<file path="src/rtl/fft_in_unpack.sv">
// Captures a SPI-shifted frame on cs fall and streams it MSW-first to the FFT, then pulses start and waits for done.
// First valid arrives SYNC_STAGES+2 clocks after cs falls; a word is held while fft_in_ready_i is low.
module fft_in_unpack #(
    parameter int FRAME_W     = 1024,
    parameter int WORD_W      = 32,
    parameter int SYNC_STAGES = 2,
    localparam int NW         = FRAME_W / WORD_W,
    localparam int AW         = $clog2(NW)
) (
    input  logic               clk_i,
    input  logic               reset_n_i,
    input  logic               cs_i,
    input  logic [FRAME_W-1:0] spi_q_i,
    output logic [WORD_W-1:0]  fft_in32_o,
    output logic               fft_in_valid_o,
    input  logic               fft_in_ready_i,
    output logic [AW-1:0]      fft_addr_o,
    output logic               fft_load_o,
    output logic               fft_start_o,
    input  logic               fft_done_i,
    output logic               busy_o,
    output logic               overrun_o
);

    typedef enum logic [1:0] {IDLE, LOAD, START, BUSY} state_t;

    state_t                      state_q, state_d;
    logic [SYNC_STAGES-1:0]      sync_q;
    logic                        prev_q;
    logic                        fe_q;
    logic [AW-1:0]               cnt_q, cnt_d;
    logic [NW-1:0][WORD_W-1:0]   buf_q, buf_d;
    logic                        ovr_q, ovr_d;

    // cs is asynchronous; only the synchronised copy feeds the edge detector.
    always_ff @(posedge clk_i or negedge reset_n_i) begin
        if (!reset_n_i) begin
            sync_q <= '0;
            prev_q <= 1'b0;
            fe_q   <= 1'b0;
        end else begin
            sync_q <= {sync_q[SYNC_STAGES-2:0], cs_i};
            prev_q <= sync_q[SYNC_STAGES-1];
            fe_q   <= prev_q & ~sync_q[SYNC_STAGES-1];
        end
    end

    always_ff @(posedge clk_i or negedge reset_n_i) begin
        if (!reset_n_i) begin
            state_q <= IDLE;
            cnt_q   <= '0;
            buf_q   <= '0;
            ovr_q   <= 1'b0;
        end else begin
            state_q <= state_d;
            cnt_q   <= cnt_d;
            buf_q   <= buf_d;
            ovr_q   <= ovr_d;
        end
    end

    always_comb begin
        state_d = state_q;
        cnt_d   = cnt_q;
        buf_d   = buf_q;
        ovr_d   = ovr_q;
        // A frame end outside IDLE (including the cycle BUSY exits) is dropped.
        if (fe_q && state_q != IDLE) begin
            ovr_d = 1'b1;
        end
        case (state_q)
            IDLE: begin
                if (fe_q) begin
                    buf_d   = spi_q_i;
                    ovr_d   = 1'b0;
                    cnt_d   = '0;
                    state_d = LOAD;
                end
            end
            LOAD: begin
                if (fft_in_ready_i) begin
                    if (cnt_q == AW'(NW - 1)) begin
                        state_d = START;
                    end else begin
                        cnt_d = cnt_q + AW'(1);
                    end
                end
            end
            START: state_d = BUSY;
            BUSY: begin
                if (fft_done_i) begin
                    state_d = IDLE;
                end
            end
            default: state_d = IDLE;
        endcase
    end

    assign fft_in32_o     = buf_q[AW'(NW - 1) - cnt_q];
    assign fft_addr_o     = cnt_q;
    assign fft_in_valid_o = (state_q == LOAD);
    assign fft_load_o     = (state_q == LOAD);
    assign fft_start_o    = (state_q == START);
    assign busy_o         = (state_q != IDLE);
    assign overrun_o      = ovr_q;

endmodule
</file>
<file path="config.mk">
export PLATFORM = sky130hd
export DESIGN_NAME = fft_in_unpack
export DESIGN_NICKNAME = d
export VERILOG_FILES = /design/src/rtl/fft_in_unpack.sv
export SDC_FILE = /design/constraint.sdc
export NUM_CORES = 2
export LEC_CHECK = 0
export CAP_MARGIN = 20
export CORE_AREA = 2 2 422 424
export DETAILED_ROUTE_END_ITERATION = 8
export DIE_AREA = 0 0 424 426
export DONT_BUFFER_PORTS = 1
export GPL_ROUTABILITY_DRIVEN = 0
export REMOVE_ABC_BUFFERS = 1
export SLEW_MARGIN = 15
export SYNTH_ARGS = -nofsm -noshare
export SYNTH_HDL_FRONTEND = slang
export SYNTH_SLANG_ARGS = --single-unit
</file>
<file path="constraint.sdc">
create_clock -name clk_i -period 2.55 [get_ports clk_i]
set_input_delay 0.255 -clock clk_i [delete_from_list [all_inputs] [get_ports clk_i]]
set_output_delay 0.255 -clock clk_i [all_outputs]
set_load 0.02 [all_outputs]
</file>
==> results.json <==
{
  "outcome": "finished with violations",
  "violations": "setup timing",
  "hold_path_class": "input pin to flop",
  "postSynth.asyncResetShare": 1.00,
  "synthFlopType": "dfrtp_1",
  "vias_per_cell": 4.90,
  "p_leak_nw": 26.8,
  "grt_overflow_total": 0,
  "dieHeight_um": 426,
  "start_util": 0.263,
  "ys_seq_area_frac": 0.561,
  "ys_warn_count": 0,
  "cap_violations": 0,
  "drive_gt1_frac": 0.379,
  "clk_latency_ps": 760,
  "ios": 1071,
  "rsz0062_at_grt": "true",
  "num_vias": 32000,
  "fmax_mhz": 320,
  "final_max_slew_viol_count": 0,
  "crit_arrival_ps": 2870,
  "setup_viol": 222,
  "max_slew.worst_pin.slew_ps": 1040,
  "first_pass_iters": 5,
  "htreeDepth": 3,
  "antenna_found_initial": 35,
  "grt_pass1_wl_mm": 243,
  "grt_pass1_vias": 35200,
  "ant_nets": 0,
  "setup_tns_ps": -26790,
  "nNetsFinal": 5097,
  "drc": 0,
  "synth_edf_count": 0,
  "grt_usage": 0.182,
  "wl_per_cell_um": 26.0,
  "postSynthCellCount": 2866,
  "n_fill_cell": 16000,
  "fin_cells": 6535,
  "p_sw_mw": 25.5,
  "p_per_area_mw_per_mm2": 1170,
  "crit_type": "flop to output port",
  "wl_mm": 170,
  "setup_ws_ps": -571,
  "cts_max_path_buffers": 3,
  "numCtsBuffers": 114,
  "synthesis.area_mm2": 0.0462,
  "die_area_mm2": 0.181,
  "grt_max_degree": 207,
  "cts.clk_slew.worst_paths_ps": 60,
  "fp.dieW_um": 424,
  "cts_tree": "yes",
  "multiInputGateArea_mm2": 0.0199,
  "seq_power_share": 0.392,
  "swShare": 0.325,
  "ys_types": 37,
  "irDropWorstVdd_mv": 0.784,
  "crit_path_max_fanout": 8,
  "drt_iter0_markers": 2084,
  "layout_commonest_cell": "dfrtp_1",
  "place_inst": 5174,
  "avgSynthCellArea_um2": 16.1,
  "internal_power_mw": 53.0,
  "mostFrequentLayoutCells": "dfrtp_1 (1032), dlygate4sd3_1 (1030), mux2_2 (772)",
  "endpoint_kind": "output port",
  "combPwrFrac": 0.379,
  "required_ps": 2300,
  "row_count": 154,
  "ys_ff_latch": 1036,
  "cts-root-buf": "clkbuf_16",
  "synthToLayoutAreaGrowth_pct": 45.0,
  "dp_hpwl_mm": 117,
  "coreArea_mm2": 0.176,
  "start_kind": "flop",
  "clkSinkCount": 1036,
  "fin_crit_ps": 3120,
  "seq_area_mm2": 0.0259,
  "hold_viol": 0,
  "min_period_over_period": 1.22,
  "clockPowerShare": 0.229,
  "slew_headroom": 0.306,
  "fin_skew_ps": 24.2,
  "numPortBuffers": 0
}
## power by group through the flow
stage | clock (mW) | sequential, mW | combinational (mW)
floorplan | 0 | 22.9 | 10.8
global placement | 0 | 30.3 | 23.4
detailed placement | 0 | 30.6 | 24.3
CTS | 18.2 | 30.4 | 29.0
global route | 18.9 | 31.6 | 31.6
finish | 17.9 | 30.8 | 29.8
## flip-flops by register name, summed over array words and instances, names as in the netlist, named ones only
| signal | flops |
|---|---|
| buf_q | 1024 |
| fft_addr_o | 5 |
| state_q | 2 |
| sync_q | 2 |
| fe_q | 1 |
| prev_q | 1 |
## worst paths after layout
kind	from	end	slack [ps]	cells after the start
hold / removal	spi_q_i[83]	buf_q[83]$_DFFE_PN0P_	160	2
setup / recovery	fft_addr_o[0]$_DFFE_PN0P_	fft_in32_o[18]	-570	8
hold reg to reg	sync_q[0]$_DFF_PN0_	sync_q[1]$_DFF_PN0_	380	0
setup reg to reg	fft_addr_o[0]$_DFFE_PN0P_	fft_addr_o[2]$_DFFE_PN0P_	140	9
min in group asynchronous	reset_n_i	buf_q[861]$_DFFE_PN0P_	200	2
max in group asynchronous	reset_n_i	buf_q[964]$_DFFE_PN0P_	-100	5
## routing by layer
layer  track usage  wire (um)
met1         0.218      65000
met4        0.0612       5800
met5             0         47
met3        0.0439      11800
met2         0.318      87200
## critical path, cell delays in order (launching register included)
cell and delay [ps]:
dfrtp_4 530, buf_16 180, buf_8 190, buf_16 150
buf_8 120, buf_4 120, mux4_2 330, a22oi_2 60
a22oi_2 380
## synth_stat cells (2+ instances only)
cell type | instances | area share
a22oi_1 | 95 | 0.015
a21oi_1 | 32 | 0.0035
o221ai_1 | 32 | 0.0061
a22o_1 | 2 | 0.00038
dfrtp_1 | 1036 | 0.56
nand2b_1 | 2 | 0.00027
inv_1 | 4 | 0.00032
nand2_1 | 5 | 0.00041
a211oi_1 | 31 | 0.0050
mux4_2 | 191 | 0.093
nor2_1 | 4 | 0.00032
buf_2 | 129 | 0.014
nor2b_1 | 4 | 0.00054
mux2_1 | 255 | 0.062
buf_1 | 2 | 0.00016
buf_6 | 28 | 0.0068
clkbuf_1 | 47 | 0.0038
o21ai_0 | 4 | 0.00043
buf_4 | 8 | 0.0013
nand3b_1 | 2 | 0.00032
mux2i_1 | 129 | 0.028
nand3_1 | 2 | 0.00022
nor4_1 | 2 | 0.00027
o22ai_1 | 31 | 0.0042
ha_1 | 6 | 0.0016
mux2_2 | 772 | 0.19
## metrics by stage
stage	cell area [um2]	power (mW)	worst slack (ps)	utilization	hold WS, ps
6_report	67000	78.5	-571	0.381	159
5_1_grt	66900	82.2	-720	0.381	98.0
4_1_cts	66300	77.7	-750	0.377	-911
3_5_place_dp	50100	54.9	-787	0.285	-40.4
3_3_place_gp	49900	53.8	-211	0.284	-20.2
2_1_floorplan	45000	33.7	-22710	-	-40.6
## cells by family (layout without fill, tap and decap cells)
group | count (synthesis) | after routing | synth area share
muxes | 1347 | 1347 | 0.371
DFF | 1036 | 1036 | 0.561
AOI/OAI and AO/OA | 230 | 230 | 0.0356
buffers and inverters | 218 | 1511 | 0.0264
and+or+nand+nor | 27 | 27 | 0.00339
adders and majority gates | 6 | 6 | 0.00163
xor gates and xnor gates | 2 | 2 | 0.000379
other | 0 | 36 | 0
## layout make-up
| type | instances | share of cell area |
|---|---|---|
| Inverter | 4 | 0.000224 |
| Clock inverter | 41 | 0.00962 |
| Multi-Input combinational cell | 1612 | 0.298 |
| Clock buffer | 172 | 0.0514 |
| Sequential cell | 1036 | 0.387 |
| Antenna cell | 36 | 0.00135 |
| Tap cell | 2340 | 0.0437 |
| Timing Repair Buffer | 1294 | 0.209 |
## repair_timing
| item | in CTS | in global routing |
|---|---|---|
| hold buffers | 1028 | 2 |
| hold endpoints to repair | 1180 | 148 |
| cloned | 14 | 8 |
| resized for setup | 209 | 64 |
| pin swaps | 54 | 50 |
| endpoints found under the setup margin | 32 | 208 |
| buffers inserted | 49 | 19 |
Power figures use the tool's default switching activity.
